## src/rtl/weight_col_sequencer_16_pkg.sv

```systemverilog
// Shared types and constants for the weight column sequencer.
// Optional build macro: ZERO_COL_SKIP_EN (skip all-zero columns).
package wave_seq_pkg;

  localparam int DATA_WIDTH    = 8;
  localparam int VEC_LENGTH    = 16;
  localparam int NUM_COLS      = DATA_WIDTH - 1;
  localparam int COL_IDX_WIDTH = 3;

  typedef enum logic [1:0] {
    IDLE,
    EMIT,
    DRAIN
  } seq_state_t;

  typedef logic [DATA_WIDTH-2:0] mag_t;

  // -128 has no positive twin; saturate to 127
  function automatic mag_t to_mag(
    input logic [DATA_WIDTH-1:0] w
  );
    logic [DATA_WIDTH-1:0] n;
    n = w[DATA_WIDTH-1] ? -w : w;
    return n[DATA_WIDTH-1] ? '1 : n[DATA_WIDTH-2:0];
  endfunction

endpackage

```

## src/rtl/weight_col_sequencer_16_if.sv

```systemverilog
// Weight-in handshake plus column-beat outputs toward the MAC.
// slave: sequencer side; master: feeder/consumer side.
interface weight_col_sequencer_16_if;
  import wave_seq_pkg::*;

  logic [VEC_LENGTH-1:0][DATA_WIDTH-1:0] w_in;
  logic                     w_valid;
  logic                     w_ready;
  logic                     stall;
  logic [VEC_LENGTH-1:0]    sign;
  logic [VEC_LENGTH-1:0]    w_bit;
  logic [COL_IDX_WIDTH-1:0] column_idx;
  logic                     mac_en;
  logic                     load_accum;
  logic                     last_col;
  logic                     busy;

  modport slave (
    input  w_in, w_valid, stall,
    output w_ready, sign, w_bit, column_idx,
    output mac_en, load_accum, last_col, busy
  );

  modport master (
    output w_in, w_valid, stall,
    input  w_ready, sign, w_bit, column_idx,
    input  mac_en, load_accum, last_col, busy
  );

endinterface

```

## src/rtl/weight_col_sequencer_16_col_priority_pick.sv

```systemverilog
// Picks the highest pending column, its clear mask, and last flag.
// pend_i: pending columns; idx_o/clear_o/last_o: pick results.
module col_priority_pick
  import wave_seq_pkg::*;
(
  input  logic [NUM_COLS-1:0]      pend_i,
  output logic [COL_IDX_WIDTH-1:0] idx_o,
  output logic [NUM_COLS-1:0]      clear_o,
  output logic                     last_o
);

  always_comb begin
    idx_o   = '0;
    clear_o = '0;
    for (int i = 0; i < NUM_COLS; i++) begin
      if (pend_i[i]) idx_o = COL_IDX_WIDTH'(i);
    end
    clear_o[idx_o] = 1'b1;
    last_o = (pend_i != '0) &&
      ((pend_i & (pend_i - NUM_COLS'(1))) == '0);
  end

endmodule

```

## src/rtl/weight_col_sequencer_16.sv

```systemverilog
// Bit-serial weight feeder: sign-magnitude, MSB-first column beats.
// Ports: clk, reset (sync, active-high), bus (slave modport).
// Macro ZERO_COL_SKIP_EN: skip all-zero columns (else 7 beats).
module weight_col_sequencer_16
  import wave_seq_pkg::*;
(
  input logic                      clk,
  input logic                      reset,
  weight_col_sequencer_16_if.slave bus
);

  seq_state_t state_q, state_d;
  logic [NUM_COLS-1:0]      pend_q, pend_d;
  mag_t                     mag_q [VEC_LENGTH];
  mag_t                     mag_d [VEC_LENGTH];
  logic [VEC_LENGTH-1:0]    sign_q, sign_d;
  logic [VEC_LENGTH-1:0]    wbit_q, wbit_d;
  logic [COL_IDX_WIDTH-1:0] col_q, col_d;
  logic en_q, en_d, last_q, last_d;
  logic load_q, load_d, first_q, first_d;

  logic                     ready;
  logic                     accept;
  mag_t                     new_mag [VEC_LENGTH];
  logic [VEC_LENGTH-1:0]    new_sign;
  logic [NUM_COLS-1:0]      new_pend;
  logic [NUM_COLS-1:0]      src_pend;
  logic [NUM_COLS-1:0]      clr;
  logic [COL_IDX_WIDTH-1:0] pick_idx;
  logic                     pick_last;
  logic [VEC_LENGTH-1:0]    beat_wbit;

  always_comb begin
    for (int j = 0; j < VEC_LENGTH; j++) begin
      new_sign[j] = bus.w_in[j][DATA_WIDTH-1];
      new_mag[j]  = to_mag(bus.w_in[j]);
    end
  end

`ifdef ZERO_COL_SKIP_EN
  logic [NUM_COLS-1:0] occ;

  always_comb begin
    occ = '0;
    for (int j = 0; j < VEC_LENGTH; j++)
      occ = occ | new_mag[j];
  end

  // empty vector still yields one beat at column 0
  assign new_pend = (occ == '0) ? NUM_COLS'(1) : occ;
`else
  assign new_pend = '1;
`endif

  // EMIT accepts only on its final beat: no bubble
  assign ready = !reset && !bus.stall &&
    (state_q != EMIT || last_q);
  assign accept   = bus.w_valid && ready;
  assign src_pend = accept ? new_pend : pend_q;

  col_priority_pick u_pick (
    .pend_i  (src_pend),
    .idx_o   (pick_idx),
    .clear_o (clr),
    .last_o  (pick_last)
  );

  always_comb begin
    for (int j = 0; j < VEC_LENGTH; j++)
      beat_wbit[j] = accept ? new_mag[j][pick_idx]
                            : mag_q[j][pick_idx];
  end

  always_comb begin
    state_d = state_q;
    pend_d  = pend_q;
    mag_d   = mag_q;
    sign_d  = sign_q;
    wbit_d  = wbit_q;
    col_d   = col_q;
    en_d    = en_q;
    last_d  = last_q;
    load_d  = load_q;
    first_d = first_q;
    if (!bus.stall) begin
      load_d  = first_q;
      first_d = 1'b0;
      en_d    = 1'b0;
      last_d  = 1'b0;
      unique case (1'b1)
        accept: begin
          state_d = EMIT;
          mag_d   = new_mag;
          sign_d  = new_sign;
          first_d = 1'b1;
          col_d   = pick_idx;
          wbit_d  = beat_wbit;
          pend_d  = src_pend & ~clr;
          en_d    = 1'b1;
          last_d  = pick_last;
        end
        (state_q == EMIT && !last_q): begin
          col_d  = pick_idx;
          wbit_d = beat_wbit;
          pend_d = src_pend & ~clr;
          en_d   = 1'b1;
          last_d = pick_last;
        end
        (state_q == EMIT && last_q && !accept): begin
          // flush the MAC's psum register
          state_d = DRAIN;
          wbit_d  = '0;
          col_d   = '0;
          pend_d  = '0;
          en_d    = 1'b1;
        end
        default: state_d = IDLE;
      endcase
    end
  end

  always_ff @(posedge clk) begin
    if (reset) begin
      state_q <= IDLE;
      pend_q  <= '0;
      sign_q  <= '0;
      wbit_q  <= '0;
      col_q   <= '0;
      en_q    <= 1'b0;
      last_q  <= 1'b0;
      load_q  <= 1'b0;
      first_q <= 1'b0;
      for (int j = 0; j < VEC_LENGTH; j++)
        mag_q[j] <= '0;
    end else begin
      state_q <= state_d;
      pend_q  <= pend_d;
      sign_q  <= sign_d;
      wbit_q  <= wbit_d;
      col_q   <= col_d;
      en_q    <= en_d;
      last_q  <= last_d;
      load_q  <= load_d;
      first_q <= first_d;
      mag_q   <= mag_d;
    end
  end

  assign bus.w_ready    = ready;
  assign bus.sign       = sign_q;
  assign bus.w_bit      = wbit_q;
  assign bus.column_idx = col_q;
  assign bus.mac_en     = en_q && !bus.stall;
  assign bus.load_accum = load_q;
  assign bus.last_col   = last_q;
  assign bus.busy       = (state_q != IDLE);

endmodule

```

## src/flat_wrapper.sv

```systemverilog
// flat-port wrapper written by rule: the top's interface ports become plain ports
module weight_col_sequencer_16_flat import wave_seq_pkg::*;
  (clk, reset, bus_w_in, bus_w_valid, bus_stall, bus_w_ready, bus_sign, bus_w_bit, bus_column_idx, bus_mac_en, bus_load_accum, bus_last_col, bus_busy);
  weight_col_sequencer_16_if bus_i ();
  input logic clk;
  input logic reset;
  input wire logic [$bits(bus_i.w_in)-1:0] bus_w_in;
  input wire logic [$bits(bus_i.w_valid)-1:0] bus_w_valid;
  input wire logic [$bits(bus_i.stall)-1:0] bus_stall;
  output wire logic [$bits(bus_i.w_ready)-1:0] bus_w_ready;
  output wire logic [$bits(bus_i.sign)-1:0] bus_sign;
  output wire logic [$bits(bus_i.w_bit)-1:0] bus_w_bit;
  output wire logic [$bits(bus_i.column_idx)-1:0] bus_column_idx;
  output wire logic [$bits(bus_i.mac_en)-1:0] bus_mac_en;
  output wire logic [$bits(bus_i.load_accum)-1:0] bus_load_accum;
  output wire logic [$bits(bus_i.last_col)-1:0] bus_last_col;
  output wire logic [$bits(bus_i.busy)-1:0] bus_busy;
  assign bus_i.w_in = bus_w_in;
  assign bus_i.w_valid = bus_w_valid;
  assign bus_i.stall = bus_stall;
  assign bus_w_ready = bus_i.w_ready;
  assign bus_sign = bus_i.sign;
  assign bus_w_bit = bus_i.w_bit;
  assign bus_column_idx = bus_i.column_idx;
  assign bus_mac_en = bus_i.mac_en;
  assign bus_load_accum = bus_i.load_accum;
  assign bus_last_col = bus_i.last_col;
  assign bus_busy = bus_i.busy;
  weight_col_sequencer_16 u_core (.clk(clk), .reset(reset), .bus(bus_i));
endmodule
```

## config.mk

```make
export PLATFORM = sky130hd
export DESIGN_NAME = weight_col_sequencer_16_flat
export DESIGN_NICKNAME = d
export VERILOG_FILES = /design/src/rtl/weight_col_sequencer_16_pkg.sv /design/src/rtl/weight_col_sequencer_16_if.sv /design/src/rtl/weight_col_sequencer_16_col_priority_pick.sv /design/src/rtl/weight_col_sequencer_16.sv /design/src/flat_wrapper.sv
export SDC_FILE = /design/constraint.sdc
export NUM_CORES = 1
export LEC_CHECK = 0
export BUFFER_PORTS_ARGS = -buffer_cell sky130_fd_sc_hd__buf_2
export CAP_MARGIN = 20
export CORE_MARGIN = 4
export CORE_UTILIZATION = 56
export DETAILED_ROUTE_END_ITERATION = 10
export PLACE_DENSITY = 0.81
export SLEW_MARGIN = 30
export SYNTH_ARGS = -nofsm -noshare
export SYNTH_HDL_FRONTEND = slang
export SYNTH_SLANG_ARGS = --single-unit
```

## constraint.sdc

```tcl
create_clock -name clk -period 2.1 [get_ports clk]
set_clock_uncertainty 0.05 [all_clocks]
set_input_delay 0.315 -clock clk [delete_from_list [all_inputs] [get_ports clk]]
set_output_delay 0.315 -clock clk [all_outputs]
set_load 0.03 [all_outputs]
```

==> impl_metrics.yaml <==
synth:
  yosysTopAreaCellShare_pct: 36.0
  synth_ff_type: "dfxtp_1"
  async_flop_share_pct: 0
  synth_cell_types: 62
  yosysTopAreaCell: "dfxtp_1"
  synthCells: 1114
  syn_area_um2: 8900
  synth.avg_cell_area_um2: 7.99
  ys_warn_count: 0
  ys_ff_latch: 160
  synth_area_leaders: "dfxtp_1, a211oi_1, nor2_1"
  synth_nets: 1262
  yosysSeqAreaShare_pct: 36.0
  synth_most_common_cell: "dfxtp_1"
  synth_edf_count: 0
  synth_common_cells: "dfxtp_1, nor2_1, nand2_1"
final_layout:
  nNetsFinal: 1432
  n_antenna_cell: 0
  layout-drive-gt1-share_pct: 22.3
  fill_cells: 1231
  final-seq-area_um2: 3200
  area_growth_pct: 21.5
  fin_area_um2: 10800
  multi_input_area_um2: 5250
  fin_cells: 1506
critical_path:
  reg2reg_from: "u_core.state_q[0]$_SDFFE_PP0P_"
  cp_num_cells: 6
  crit_type: "register to register"
  crit_path_end: "u_core.bus.w_bit[9]$_SDFFE_PP0P_"
  startpoint: "u_core.state_q[0]$_SDFFE_PP0P_"
  critical_path_required_ns: 2.32
  regToRegSetupSlack_ns: 0.19
  r2r_end: "u_core.bus.w_bit[9]$_SDFFE_PP0P_"
  cp.arrival_ns: 2.13
  path_max_fanout: 7
  cp-end-kind: "register"
  cpPeakStageDelay_ns: 0.46
  worstPathCellList: "or3b_4, nand3_4, nand2_1, buf_4, o221ai_1, o22ai_1"
  reg2regPathDepth: 6
  crit_slowest_cell: "or3b_4"
  path_delay_family: "simple AND/OR/NAND/NOR gates"
  crit_buf_inv: 1
  crit_path_start_kind: "register"
timing:
  setup_violations: 0
  fin_crit_sh_pct: 91.1
  finalCriticalPeriod_ns: 1.91
  clock.fmax_mhz: 523
  tightest_slew_ns: 0.664
  max_slew_margin_pct: 55.7
  setup_tns_ns: 0
  finalHoldViolations: 0
  slew_viol_final: 0
  rsz0062_at_grt: "no"
power:
  peakVddDrop_mv: 0.753
  power_density_nw_per_um2: 707
  power_mw: 7.64
  seqPwrFrac_pct: 42.9
  swShare_pct: 27.9
  cellLeakagePower_nw: 4.40
  power_frac_clock_pct: 38.1
  comb_power_share_pct: 19.0
  switching_power_mw: 2.14
  p_int_mw: 5.51
floorplanning:
  io_pins: 172
  die-area_um2: 18000
  coreArea_um2: 15400
  die_w_um: 134
  die_h_um: 134
  row_count: 45
  start_util_pct: 57.9
routing:
  vias: 8983
  drc_errors: 0
  vias_per_cell: 5.96
  post_drt_wl_per_cell_um: 17.2
  ant_nets: 0
  first_iter_violations: 796
  drt_pass1_iterations: 5
  routed_wl_um: 25800
clocking:
  cts_resized: 0
  numCtsBuffers: 17
  worstSkewPairLatency_ns: 0.43
  path_clk_slew_ns: 0.06
  cts.sinks: 160
  cts_hold_buf: 0
  clockRootBuffer: "clkbuf_16"
  htree_levels: 4
  cts_setup_buffers: 0
  cts_tree: "yes"
  ctsLongestPathBuffers: 2
global_routing:
  grt_overflow: 0
  antenna_found_initial: 2
  grt_pass1_wl_um: 40900
  grt_max_degree: 139
  grt_pass1_vias: 8482
  grt_usage_pct: 27.9
min_path:
  min_from: "bus_w_in[40]"
  min_path_type: "input port to register"
run:
  cap_violations: 0
status:
  status: "complete, no violations"
placed_design:
  gp_congestion: 0.889
  hpwl_um: 18100
  dp_cells: 1476
  placed_area_um2: 10200
  port_buffers: 171
area by class of cell:
| type | instances | share of cell area (%) |
|---|---|---|
| Clock inverter | 6 | 0.532 |
| Tap cell | 211 | 2.44 |
| Sequential cell | 160 | 29.6 |
| Inverter | 52 | 1.81 |
| Clock buffer | 24 | 4.55 |
| Multi-Input combinational cell | 827 | 48.6 |
| Timing Repair Buffer | 226 | 12.5 |
state kept, by name (all words and copies together) (netlist names):
name	flops
u_core.first_q	1
u_core.pend_q	7
u_core.mag_q	112
u_core.bus.w_bit	16
u_core.bus.column_idx	3
u_core.en_q	1
u_core.state_q	2
u_core.bus.last_col	1
u_core.bus.load_accum	1
u_core.bus.sign	16
worst register-to-register path, delay by kind of cell (launching register included):
| kind | cells | cell delay, ns |
|---|---|---|
| AO/OA/AOI/OAI | 2 | 0.28 |
| flip-flops | 1 | 0.39 |
| buffers and inverters | 1 | 0.24 |
| AND/OR/NAND/NOR | 3 | 0.81 |
cells by family (layout without fill, tap and decap cells):
group	count (synthesis)	in the layout	synth area share, %
buffers and inverters	127	308	6.00
adder cells (fa/ha/maj)	16	16	2.25
flip-flops	160	160	36.0
XOR/XNOR	62	62	6.10
multiplexers	32	32	3.60
AND/OR/NAND/NOR	368	368	18.8
AO/OA/AOI/OAI	349	349	27.3
cell usage in the layout (no fill, tap or decap), types with 8 or more instances in the layout:
| cell type | n |
|---|---|
| xnor2_1 | 22 |
| or2_2 | 10 |
| ha_1 | 16 |
| o31ai_1 | 13 |
| o21ai_0 | 28 |
| inv_1 | 52 |
| o22ai_1 | 14 |
| nand2_1 | 108 |
| xor2_1 | 40 |
| o221ai_1 | 13 |
| a221oi_1 | 20 |
| nor2b_1 | 23 |
| a211oi_1 | 87 |
| nor2_1 | 158 |
| mux2i_1 | 32 |
| clkbuf_16 | 17 |
| buf_2 | 170 |
| a2bb2oi_1 | 12 |
| a41oi_2 | 8 |
| a21boi_0 | 8 |
| dfxtp_1 | 160 |
| nand2b_1 | 9 |
| a31oi_1 | 17 |
| a21oi_1 | 78 |
| nor3_1 | 21 |
| buf_4 | 49 |
power groups by stage:
stage	Clock, mW	Sequential [mW]	Combinational (mW)
CTS	2.93	3.28	1.42
global route	3.05	3.29	1.59
floorplan	0	3.38	0.829
global placement	0	3.34	1.38
finish	2.91	3.28	1.45
detailed placement	0	3.34	1.41
routing by layer:
| metal | part of all wire, % | up-vias | track usage [%] |
|---|---|---|---|
| li1 | - | 4353 | - |
| met2 | 48 | 359 | 47.1 |
| met4 | 2.6 | 4 | 10.9 |
| met3 | 7.5 | 57 | 5.70 |
| met5 | 0.077 | - | 0 |
| met1 | 42 | 4210 | 35.2 |
stage by stage:
step                      hold WS (ns)  setup slack, ns  util [%]
after floorplan                  0.382            0.167         -
after global placement           0.387           0.0496      66.2
after detailed placement         0.396         -0.00216      66.2
after CTS                        0.112           0.0296      69.8
after global routing             0.148           0.0677      70.3
final                            0.129            0.188      70.3
worst min-delay path by stage:
stage	to	depth (start not counted)
3_5_place_dp	u_core.bus.sign[1]$_SDFFE_PP0P_	2
2_1_floorplan	u_core.mag_q[104]$_SDFFE_PP0P_	2
4_1_cts	u_core.mag_q[70]$_SDFFE_PP0P_	3
5_1_grt	u_core.mag_q[70]$_SDFFE_PP0P_	3
3_3_place_gp	u_core.mag_q[104]$_SDFFE_PP0P_	2
6_report	u_core.mag_q[70]$_SDFFE_PP0P_	3
(Power assumes the default switching activity.)
